--- src/rtl/nibble_serial_adder.sv ---
// Wide-operand adder that processes one 4-bit nibble per cycle through a
// carry-select nibble stage, with valid/ready handshakes on both sides.

module CarrySelectNibble (
  input  logic [3:0] a_i,
  input  logic [3:0] b_i,
  input  logic       c_i,
  output logic [3:0] s_o,
  output logic       c_o
);

  logic [2:0] lowSum;
  logic [2:0] highSum0;
  logic [2:0] highSum1;

  // The upper bit pair is precomputed for both possible carries, then picked by the low pair's carry.
  always_comb begin
    lowSum   = {1'b0, a_i[1:0]} + {1'b0, b_i[1:0]} + {2'b00, c_i};
    highSum0 = {1'b0, a_i[3:2]} + {1'b0, b_i[3:2]};
    highSum1 = highSum0 + 3'd1;
    s_o      = {(lowSum[2] ? highSum1[1:0] : highSum0[1:0]), lowSum[1:0]};
    c_o      = lowSum[2] ? highSum1[2] : highSum0[2];
  end

endmodule

module nibble_serial_adder #(
  parameter int WIDTH = 16
) (
  input  logic             clk,
  input  logic             rst_n,
  input  logic             in_valid,
  output logic             in_ready,
  input  logic [WIDTH-1:0] a,
  input  logic [WIDTH-1:0] b,
  input  logic             cin,
  output logic             out_valid,
  input  logic             out_ready,
  output logic [WIDTH-1:0] sum,
  output logic             cout,
  output logic             ovf
);

  localparam int NIBBLES = WIDTH / 4;
  localparam int IDXW    = (NIBBLES > 1) ? $clog2(NIBBLES) : 1;
  localparam logic [IDXW-1:0] LAST_IDX = IDXW'(NIBBLES - 1);

  if ((WIDTH % 4) != 0 || WIDTH < 4) begin : gWidthCheck
    $error("nibble_serial_adder: WIDTH must be a positive multiple of 4");
  end

  typedef enum logic [1:0] {
    IDLE,
    RUN,
    DONE
  } state_e;

  state_e           state_q, state_d;
  logic [WIDTH-1:0] aOp_q, aOp_d;
  logic [WIDTH-1:0] bOp_q, bOp_d;
  logic [WIDTH-1:0] sum_q, sum_d;
  logic             carry_q, carry_d;
  logic             cout_q, cout_d;
  logic             ovf_q, ovf_d;
  logic [IDXW-1:0]  idx_q, idx_d;

  logic [3:0]       stageA;
  logic [3:0]       stageB;
  logic [3:0]       stageSum;
  logic             stageCarry;

  assign stageA = aOp_q[4*idx_q +: 4];
  assign stageB = bOp_q[4*idx_q +: 4];

  CarrySelectNibble uStage (
    .a_i (stageA),
    .b_i (stageB),
    .c_i (carry_q),
    .s_o (stageSum),
    .c_o (stageCarry)
  );

  always_comb begin
    state_d = state_q;
    aOp_d   = aOp_q;
    bOp_d   = bOp_q;
    sum_d   = sum_q;
    carry_d = carry_q;
    cout_d  = cout_q;
    ovf_d   = ovf_q;
    idx_d   = idx_q;

    unique case (state_q)
      IDLE: begin
        if (in_valid) begin
          aOp_d   = a;
          bOp_d   = b;
          carry_d = cin;
          idx_d   = '0;
          sum_d   = '0;
          state_d = RUN;
        end
      end
      RUN: begin
        sum_d[4*idx_q +: 4] = stageSum;
        carry_d             = stageCarry;
        // The stage sum's top bit on the final nibble is the result MSB, so overflow is decided here.
        if (idx_q == LAST_IDX) begin
          cout_d  = stageCarry;
          ovf_d   = (aOp_q[WIDTH-1] == bOp_q[WIDTH-1]) && (stageSum[3] != aOp_q[WIDTH-1]);
          state_d = DONE;
        end else begin
          idx_d = idx_q + 1'b1;
        end
      end
      DONE: begin
        if (out_ready) begin
          state_d = IDLE;
        end
      end
      default: begin
        state_d = IDLE;
      end
    endcase
  end

  always_ff @(posedge clk or negedge rst_n) begin
    if (!rst_n) begin
      state_q <= IDLE;
      aOp_q   <= '0;
      bOp_q   <= '0;
      sum_q   <= '0;
      carry_q <= 1'b0;
      cout_q  <= 1'b0;
      ovf_q   <= 1'b0;
      idx_q   <= '0;
    end else begin
      state_q <= state_d;
      aOp_q   <= aOp_d;
      bOp_q   <= bOp_d;
      sum_q   <= sum_d;
      carry_q <= carry_d;
      cout_q  <= cout_d;
      ovf_q   <= ovf_d;
      idx_q   <= idx_d;
    end
  end

  assign in_ready  = (state_q == IDLE);
  assign out_valid = (state_q == DONE);
  assign sum       = sum_q;
  assign cout      = cout_q;
  assign ovf       = ovf_q;

endmodule

--- config.mk ---
export PLATFORM = sky130hd
export DESIGN_NAME = nibble_serial_adder
export DESIGN_NICKNAME = d
export VERILOG_FILES = /design/src/rtl/nibble_serial_adder.sv
export SDC_FILE = /design/constraint.sdc
export NUM_CORES = 1
export LEC_CHECK = 0
export ABC_AREA = 1
export CORE_MARGIN = 5
export CORE_UTILIZATION = 30
export CTS_CLUSTER_DIAMETER = 30
export CTS_CLUSTER_SIZE = 20
export DETAILED_ROUTE_END_ITERATION = 12
export SLEW_MARGIN = 0
export SYNTH_ARGS = -nofsm -noshare
export SYNTH_HDL_FRONTEND = slang
export SYNTH_HIERARCHICAL = 1
export SYNTH_SLANG_ARGS = --single-unit
--- constraint.sdc ---
create_clock -name clk -period 7.9 [get_ports clk]
set_input_delay 1.185 -clock clk [delete_from_list [all_inputs] [get_ports clk]]
set_output_delay 1.185 -clock clk [all_outputs]
set_load 0.05 [all_outputs]
# Word-level counts from Yosys, hierarchy flattened
# Index checks and enable logic that the tools add are counted.
[op_classes] add_sub_neg=6 mul=0 n_div=0 n_lt_le_gt_ge=0 eq_ne=9 shifts=4 mux=14 bitwise_logic=0 reduce_logical=8
[ops] operator="$neg 4->34" count=1
[ops] operator="$shift 4x34->16 const A" count=1
[ops] operator="$shiftx 4x34->16" count=1
[ops] operator="$pmux 16 s2" count=1
[ops] operator="$shiftx 16x5->4" count=2
[ops] operator="$bwmux 16" count=1
[ops] operator="$mux 16" count=1
[ops] operator="$mux 2" count=6
[ops] operator="$add 2x2->3" count=2
[ops] operator="$ne 2x2->1 const B" count=3
[ops] operator="$pmux 2 s3" count=1
[ops] operator="$reduce_and 2->1" count=3
[ops] operator="$reduce_and 3->1" count=2
[ops] operator="$eq 2x2->1 const B" count=2
[ops] operator="$pmux 2 s2" count=1
[ops] operator="$add 3x1->3" count=1
[ops] operator="$add 3x1->3 const B" count=1
[ops] operator="$add 2x1->2 const B" count=1
[ops] operator="$eq 2x1->1 const B" count=1
[ops] operator="$logic_not 2->1" count=1
[ops] operator="$mux 1" count=2
[ops] operator="$ne 2x1->1 const B" count=1
[ops] operator="$pmux 1 s2" count=1
[ops] operator="$reduce_bool 2->1" count=1
[ops] operator="other kinds (3)" count=3
[word_totals] regBits=55 latch_bits=0 mem_bits_rw=0 mem_bits_ro=0 inputBits=37 output_inout_bits=20 word_cells=49 memories=0

# Logic depth before layout (Yosys ltp)
# Gate-level depths: netlist (run 1).
[depth] ltp_word=7 depth_mapped=19 mapped_depth_nobuf=17

# Hierarchy
# The synthesis (run 1) kept the hierarchy.
[by_module_without_submodules] mod="nibble_serial_adder" n_inst=1 cells_per_inst=344 area_per_inst_um2=2772.7 seq_area_each_um2=1376.3
[by_module_without_submodules] mod="CarrySelectNibble" n_inst=1 cells_per_inst=23 area_per_inst_um2=160.2 seq_area_each_um2=0.0

# Least setup slack after synthesis (run 1)
# Ideal clock, no wire load.
[synth_timing] path_type="register -> register" from="register idx_q[0]" to="register sum_q[15], in the netlist sum[15]" setup_ns=0.066 t_arrival_ns=2.451 required_time_ns=7.834 setup_slack_ns=5.383 stages_incl_launch_ff=17 path_buffers=2 period_less_slack_ns=2.517 cell_sequence="dfrtp_1 > buf_2 > inv_2 > buf_2 > o211ai_1 > nand2_1 > ha_1 > inv_1 > fa_1 > inv_1 > ha_1 > nand2_1 > o21ai_0 > nand2_1 > nor2_1 > nand2_1 > nand2_1"
[synth_between] elab_chain_len=7 elab_cells_between_ends=12 cone_classes="add/sub: 5; shift: 4; mux: 3"
[synth_rtl] element="start: declaration" line_no="65" text="logic [IDXW-1:0] idx_q, idx_d;"
[synth_rtl] element="start signal: assignment" line_no="145" text="idx_q <= idx_d;"
[synth_rtl] element="$shiftx 16x5->4 (*)" line_no="72" text="assign stageA = aOp_q[4*idx_q +: 4];"
[synth_rtl] element="named net stageA[2]" line_no="67" text="logic [3:0] stageA;"
[synth_rtl] element="$add 2x2->3 (*)" line_no="19" text="highSum0 = {1'b0, a_i[3:2]} + {1'b0, b_i[3:2]};"
[synth_rtl] element="$add 3x1->3" line_no="20" text="highSum1 = highSum0 + 3'd1;"
[synth_rtl] element="$mux 2 (*)" line_no="21" text="s_o = {(lowSum[2] ? highSum1[1:0] : highSum0[1:0]), lowSum[1:0]};"
[synth_rtl] element="named net stageSum[3]" line_no="69" text="logic [3:0] stageSum;"
[synth_rtl] element="$shiftx 4x34->16 (*)" line_no="105" text="sum_d[4*idx_q +: 4] = stageSum;"
[synth_rtl] element="$bwmux 16 (*)" line_no="105"
[synth_rtl] element="$pmux 16 s2 (*)" line_no="93" text="unique case (state_q)"
[synth_rtl] element="end signal: assignment" line_no="141" text="sum_q <= sum_d;"
[synth_rtl] element="end: declaration" line_no="61" text="logic [WIDTH-1:0] sum_q, sum_d;"
# The timed path passes the listed nets; every way through them passes the cells marked *.
# A chain may end at the register's enable or synchronous reset.

# Worst setup path after layout (run 1)
[layout_timing] from="register state_q[0]" to="output in_ready"
[layout_between] elab_chain_len=1
[layout_rtl] element="start: declaration" line_no="58" text="state_e state_q, state_d;"
[layout_rtl] element="start signal: assignment" line_no="138" text="state_q <= state_d;"
[layout_rtl] element="$logic_not 2->1" line_no="149" text="assign in_ready = (state_q == IDLE);"
[layout_rtl] element="end: declaration" line_no="33" text="output logic in_ready,"
# Every way passes these cells.

==> results by stage, run 1 <==
Synthesis:
- In this run, distinct cell masters in the synthesized netlist total 21.
- Sequential elements use 46.9% of the synthesized area.
- The number of warnings issued by yosys is 6.
- Summing the areas of all xor and xnor instances in the mapped netlist gives 0.299% of the synthesized area.
- The fraction of the mapped netlist area in compound gates is 4.27%.
- Measured against the total synthesized area, the mux share comes to 0%.
- The synthesized design contains 55 register bits.
- The synthesized netlist occupies a cell area of 2930 sq um.
- Averaged over all synthesized cells, the footprint is 7.99 sq um.
- The instance count of the mapped netlist is 367.
- The library cell with the largest summed area after synthesis is sky130_fd_sc_hd__dfrtp_1.
- By area the synthesized netlist is led by sky130_fd_sc_hd__dfrtp_1 (47%), sky130_fd_sc_hd__nand2_1 (18%), sky130_fd_sc_hd__nand3_1 (9.7%), sky130_fd_sc_hd__inv_1 (4.9%), sky130_fd_sc_hd__o211ai_1 (4.1%).
- The number of nets produced by synthesis is 415.
- The adder and majority cell fraction of the synthesized area is 5.46%.
- By area, the combinational part of the netlist is dominated by simple AND/OR/NAND/NOR gates.
- The synthesized netlist devotes 34.3% of its cell area to simple gates.
- The top cell type by area accounts for 46.9% of the synthesized area.

Worst setup path:
- The arrival time at the worst endpoint is 2.59 ns.
- The type of element capturing the critical path is an output pin.
- The required time reported for the critical path endpoint is 6.71 ns.
- The critical path class is flop to output pin.
- On the critical path, the stage with the largest delay is an instance of sky130_fd_sc_hd__clkdlybuf4s50_1.
- On the worst path, the slowest cell contributes a delay of 0.94 ns.
- STA classifies the critical path startpoint as a flop.
- The worst-path maximum fanout is 34.
- The number of buffers and inverters on the critical path is 1.
- Traced cell by cell, the critical path runs through nor2_4, clkdlybuf4s50_1.
- The critical path's top delay family is buffers and inverters.

Clock network:
- The number of clock buffers inserted by TritonCTS is 5.
- Clock latency on the worst-skew pair, taken at its later pin, is 0.30 ns.
- The buffer type at the clock tree root is sky130_fd_sc_hd__clkbuf_8.
- After clock tree synthesis, the setup repair step added 0 buffers.
- The number of gates resized after cts is 0.
- The H-tree was split into 2 levels.
- After clock tree synthesis, the clock-pin slew on the worst setup and hold paths is 0.10 ns.
- The TritonCTS sink count is 55.
- TritonCTS built the clock tree.
- The longest clock path from root to sink contains 2 buffers.
- Hold repair after CTS inserted 0 buffers.

Place:
- The detailed placement HPWL is 4900 microns.
- The number of buffers inserted by port buffering is 56.
- The final weighted congestion of routability-driven global placement is 0.760.
- Counting tap cells, the placed design contains a total of 540 instances.

Outcome:
- The flow ran to the end, and the final reports show no timing, DRC or antenna violations.

STA:
- The final number of setup-violating endpoints is 0.
- The post-route clock skew is 0.00779 ns.
- Static timing analysis puts the maximum clock frequency at 265 MHz.
- After layout, the worst path uses 47.7% of the clock period.
- Subtracting the final worst setup slack from the clock period gives 3.77 ns.
- Adding up every negative setup slack in the final design gives 0 ns.
- The count of pins over their slew limit is 0.
- Setup repair after global routing left no endpoint under its margin.
- The total count of hold-check failures in the final report came to 0.
- For the pin with the worst max-slew slack, the measured transition is 0.774 ns.
- The remaining max-slew budget at the tightest pin is 48.2%.

Routing:
- The total routed wirelength is 6610 microns.
- The initial detailed-routing violation count is 106.
- The number of vias per cell after detailed routing is 4.35.
- The total vias in the final route is 2385.
- The remaining routing DRC violations is 0.
- The count of TritonRoute iterations in the first routing pass is 4.
- The count of nets left with antenna violations once routing finished came out at 0.
- In the final routed layout, each cell accounts on average for 12.1 microns.

Cells and area:
- The count of cells in the finished layout, fillers not included, comes to 548.
- The number of antenna diodes in the final layout is 0.
- The net count of the finished layout is 462.
- The post-route netlist has 5.78% of its cells at a drive strength greater than 1.
- The synthesis-to-finish area growth is 25.0%.

Global route:
- The largest net degree at the start of global routing is 56.
- The number of global-route vias before repair is 2571.
- For this run the aggregate overflow at the end of global routing stands at 0.
- The number of antenna violations at the first check in global routing is 0.
- Global routing consumed, over all layers together, 12.2% of the routing resources.
- The first global-routing pass estimated 11800 microns of wire.

Power and ir drop:
- The analysis attributes to cell leakage a power of 1.90 nW.
- The maximum vdd ir drop is 0.000183 V.
- For this design the ratio of total power to cell area is 440 nW/um^2.
- The post-route total power is 1.61 mW.

Floorplan:
- The floorplan has 36 rows.
- The die covers 11900 sq um.
- The number of ports placed on the die boundary is 57.
- The floorplan step set the die height to 109 microns.
- For this configuration, the core starts out at a cell density of 30.4%.
- From left edge to right edge, the die measures 109 microns.
- After floorplanning, the core was sized to cover 9640 sq um.

Job:
- The tool flagged a number of max-cap violations equal to 0.

Worst hold path:
- The type of the most critical hold path is flop to flop.
routing by layer:
| layer | up-vias | track usage, % | wire length [microns] |
|---|---|---|---|
| li1 | 1251 | - | - |
| met1 | 1081 | 15.6 | 3060 |
| met2 | 46 | 21.1 | 3220 |
| met3 | 7 | 2.37 | 257 |
| met4 | 0 | 3.07 | 69 |
| met5 | - | 0 | 0 |
final cells by class:
type                    count  area, sq um
repair buffers             58          571
multi-input cells         252         1300
clock inverters             1         8.76
inverters                  42          158
flip-flops and latches     55         1380
fillers                  1058         5970
clock buffers               7         86.3
well taps                 133          166
power by group:
part / switching [mW] / leakage, nW / internal, mW / total, mW
Clock: 0.0894 / 0.0484 / 0.0720 / 0.161
Combinational: 0.633 / 1.15 / 0.324 / 0.956
Sequential: 0.0963 / 0.706 / 0.400 / 0.496
layout by cell type, fill, tap and decap left out, drive strengths merged:
cell type      Yosys  final
nor2              12     12
buf               14      3
o211ai            16     16
clkdlybuf4s50      0     55
o21ai              1      1
inv               41     41
ha                 8      8
nand2            145    145
dfrtp             55     55
fa                 3      3
nand3             60     60
nand4              6      6
clkinv             1      2
xor2               1      1
clkbuf             4      7
cell usage after synthesis:
library cell and count:
sky130_fd_sc_hd__nand3_4 3, sky130_fd_sc_hd__nor2_1 6, sky130_fd_sc_hd__nor2_4 2, sky130_fd_sc_hd__nand2_1 143, sky130_fd_sc_hd__buf_2 12, sky130_fd_sc_hd__ha_1 8
sky130_fd_sc_hd__buf_4 2, sky130_fd_sc_hd__nor2_2 4, sky130_fd_sc_hd__clkbuf_8 1, sky130_fd_sc_hd__inv_2 3, sky130_fd_sc_hd__xor2_1 1, sky130_fd_sc_hd__clkinv_1 1
sky130_fd_sc_hd__fa_1 3, sky130_fd_sc_hd__nand3_1 57, sky130_fd_sc_hd__clkbuf_1 3, sky130_fd_sc_hd__nand2_4 2, sky130_fd_sc_hd__o211ai_1 16, sky130_fd_sc_hd__nand4_1 6
sky130_fd_sc_hd__o21ai_0 1, sky130_fd_sc_hd__inv_1 38, sky130_fd_sc_hd__dfrtp_1 55
path summary, 6_finish.rpt:
check	from	endpoint	slack, ns	depth (start not counted)
max	state_q[0]	in_ready	4.13	2
min	aOp_q[3]	aOp_q[3]	0.48	2
max reg2reg	idx_q[1]	sum[15]	4.71	12
min reg2reg	aOp_q[3]	aOp_q[3]	0.48	2
max in group asynchronous	rst_n	ovf	6.44	2
min in group asynchronous	rst_n	sum[5]	1.00	2
cells by family (layout without fill, tap and decap cells):
logic type,after synthesis,count (layout)
buffers and inverters,60,108
DFF,55,55
xor gates and xnor gates,1,1
and+or+nand+nor,223,223
adders and majority gates,11,11
AOI/OAI and AO/OA,17,17
stage by stage:
stage	instance area, sq um	util, %	setup slack (ns)	hold slack (ns)
after global placement	3570	37.0	4.51	0.456
after floorplan	2930	-	5.38	0.442
final	3660	38.0	4.13	0.477
after CTS	3660	38.0	4.13	0.483
after detailed placement	3570	37.0	4.48	0.459
after global routing	3660	38.0	4.04	0.500
registers in the layout, summed over array words and instances, names as in the netlist:
register	cells
aOp_q	16
idx_q	2
cout	1
state_q	2
carry_q	1
ovf	1
sum	16
bOp_q	16
worst reg2reg max path, delay by kind of cell, from the launching register on:
family,cells,cell delay [ns]
AO/OA/AOI/OAI,2,0.76
flip-flops,1,0.66
adder cells (fa/ha/maj),2,0.62
buffers and inverters,3,0.58
AND/OR/NAND/NOR,5,0.51
(Power assumes the default switching activity.)
==> run 2: changes to the inputs <==
==> constraint.sdc (replaced) <==
create_clock -name clk -period 3.3 [get_ports clk]
set_input_delay 0.495 -clock clk [delete_from_list [all_inputs] [get_ports clk]]
set_output_delay 0.495 -clock clk [all_outputs]
set_load 0.05 [all_outputs]
==> run 2 against run 1 <==
Utilization rose by 0.078 points; first-iteration DRC count rose by 13%; hold slack got worse by 0.18 ns; flip-flop and latch count did not move; sequential power rose by 140%; critical endpoint is now sum[15].
==> results by stage, run 2 (same netlist as run 1, synthesis figures left out) <==
STA:
- The total count of hold-check failures in the final report is 0.
- The top achievable clock speed is 335 MHz.
- For the pin with the worst max-slew slack, the measured transition is 0.876 ns.
- The setup TNS after final layout is 0 ns.
- Setup repair after global routing left no endpoint under its margin.
- The final period utilization is 90.5%.
- Setup violations remaining at the end of the flow were counted as 0.
- The count of pins over their slew limit is 0.
- After layout, the minimum clock period comes to 2.99 ns.
- Between clock sinks in the finished design, the worst skew comes to 0.00624 ns.
- The remaining max-slew budget at the tightest pin is 41.6%.

Floorplan:
- From left edge to right edge, the die measures 109 microns.
- The die is 109 microns tall.
- The cell row count is 36.
- During I/O placement, the number of pins put on the boundary was 57.
- The area enclosed by the die boundary is 11900 sq um.
- For this configuration, the core starts out at a cell density of 30.4%.
- The region available for standard cell placement spans 9640 sq um.

Outcome:
- The run finished with clean final reports.

Clock network:
- The total number of H-tree levels is 2.
- The buffer type at the clock tree root is sky130_fd_sc_hd__clkbuf_8.
- At the later pin of the worst-skew pair, clock insertion delay measures 0.31 ns.
- The number of gates resized after CTS was 0.
- The number of setup buffers added after CTS is 0.
- In this run, CTS created clock tree buffers numbering 5.
- After clock tree synthesis, the flow added hold-fix buffers numbering 0.
- The tree built by TritonCTS fans out to 55 sinks.
- The clock transition time at the flip-flop clock pins of the worst setup and hold paths is 0.10 ns.
- The number of buffers on the longest clock path is 2.
- TritonCTS built the clock tree.

Worst setup path:
- STA classifies the critical path endpoint as a flop.
- The worst reg2reg path endpoint is sum[15].
- The worst-path maximum fanout is 36.
- The worst reg2reg path startpoint is idx_q[0].
- The required time reported for the critical path endpoint is 3.55 ns.
- In this run the worst setup path begins at idx_q[0].
- The capturing element of the worst setup path is sum[15].
- The setup slack on the worst flop-to-flop path is 0.31 ns.
- For the worst flop-to-flop path, the logic depth is 13.
- The element type at the critical path start is a flop.
- Data on the critical path arrives at its endpoint at 3.24 ns.
- The critical path class is flop to flop.

Place:
- At the end of routability-driven placement, the weighted congestion stood at 0.826.
- The detailed placement HPWL is 5020 microns.
- Buffers placed on the I/O ports in this run total 56.

Power and ir drop:
- Combinational logic burns 59.7% of the power.
- The internal power of the cells is 1.91 mW.
- In this run the power spent charging and discharging nets is 1.94 mW.
- The power density over cell area is 1050 nW/um^2.
- After layout, the design draws a total of 3.85 mW.
- The power share of the clock group is 9.8%.
- The standby leakage power is 1.91 nW.
- The relative contribution of sequential cells to total power is 30.5%.
- The maximum vdd ir drop is 0.000376 V.
- In this run switching power makes up 50.4% of total power.

Cells and area:
- The post-layout net count is 464.
- The repair_antennas step left the layout with diodes totalling 0.
- The post-route netlist has 6.25% of its cells at a drive strength greater than 1.
- The library cells used most frequently in the layout, excluding fill and tap cells, are sky130_fd_sc_hd__nand2_1 (143), sky130_fd_sc_hd__nand3_1 (57), sky130_fd_sc_hd__dfrtp_1 (55), sky130_fd_sc_hd__clkdlybuf4s50_1 (55), sky130_fd_sc_hd__inv_1 (38).
- Leaving out fill and tap cells, the most frequent cell in the layout is sky130_fd_sc_hd__nand2_1.
- The synthesis-to-finish area growth is 25.2%.

Global route:
- In the global route stage, overall resource usage came out at 12.0%.
- The first global-routing pass estimated 11500 microns of wire.
- Entering global routing, the biggest net connects 54 pins.
- After global routing the overflow that remains totals 0.
- The number of global-route vias before repair is 2453.
- The number of antenna violations at the first check in global routing is 0.

Routing:
- The initial detailed-routing violation count is 120.
- The number of nets still failing antenna checks after routing is 0.
- The first detailed-routing pass ran for 5 iterations.
- The remaining routing DRC violations is 0.
- The final layout contains routed wiring with a total length of 6680 microns.
- The number of vias per cell after detailed routing is 4.43.
- Across all layers, the routed design uses 2433 vias.
- The wire length per cell after detailed routing is 12.2 microns.

Job:
- Across the run, the number of max-cap violations was 0.

Worst hold path:
- The tightest min-delay check is of the primary input to async pin type.
-- run 2: changes by cell type in the layout (fill, tap and decap cells not counted), sizes merged --
cell    delta
clkbuf     -1
buf        +2
-- run 2: worst min-delay path by stage --
stage	end	slack [ns]	cells past startpoint
detailed placement	aOp_q[1]	0.46	2
global placement	bOp_q[14]	0.46	2
floorplan	aOp_q[0]	0.20	0
CTS	sum[4]	0.32	1
finish	sum[4]	0.29	1
global route	sum[6]	0.36	1
-- run 2: cell type report --
type | instances | area, sq um
tap | 133 | 166
multi-input combinational | 252 | 1300
clock buffer | 6 | 82.6
inverter | 42 | 158
clock inverter | 1 | 5.00
timing repair buffer | 60 | 586
sequential | 55 | 1380
fill | 1063 | 5970
-- run 2: per-layer routing --
metal / GRT usage, % / routed length (microns)
met5: 0 / 0
met4: 2.98 / 103
met3: 3.14 / 259
met2: 20.3 / 3280
met1: 15.4 / 3040
-- run 2: critical path, stage by stage, from the launching register on --
cell and delay, ns:
sky130_fd_sc_hd__dfrtp_1 0.52, sky130_fd_sc_hd__inv_2 0.48, sky130_fd_sc_hd__nand2_1 0.10, sky130_fd_sc_hd__o211ai_1 0.11
sky130_fd_sc_hd__nand2_1 0.08, sky130_fd_sc_hd__inv_1 0.08, sky130_fd_sc_hd__fa_1 0.18, sky130_fd_sc_hd__inv_1 0.05
sky130_fd_sc_hd__fa_1 0.44, sky130_fd_sc_hd__o21ai_0 0.45, sky130_fd_sc_hd__nand2_1 0.15, sky130_fd_sc_hd__nor2_1 0.16
sky130_fd_sc_hd__nand2_1 0.07, sky130_fd_sc_hd__nand2_1 0.06
-- run 2: through the flow --
step / utilization (%) / hold WS, ns / setup slack, ns / std cells / cell area [sq um]
floorplan: - / 0.199 / 0.783 / 367 / 2930
global placement: 37.2 / 0.461 / 0.482 / 542 / 3580
detailed placement: 37.2 / 0.461 / 0.359 / 542 / 3580
CTS: 38.1 / 0.322 / 0.348 / 549 / 3670
global route: 38.1 / 0.358 / 0.00980 / 549 / 3670
finish: 38.1 / 0.293 / 0.314 / 549 / 3670
-- run 2: power by group through the flow --
stage / clock (mW) / sequential [mW] / combinational, mW
3_5_place_dp: 0 / 1.19 / 2.31
5_1_grt: 0.427 / 1.22 / 2.61
6_report: 0.377 / 1.17 / 2.30
2_1_floorplan: 0 / 1.35 / 1.56
3_3_place_gp: 0 / 1.19 / 2.27
4_1_cts: 0.394 / 1.18 / 2.32
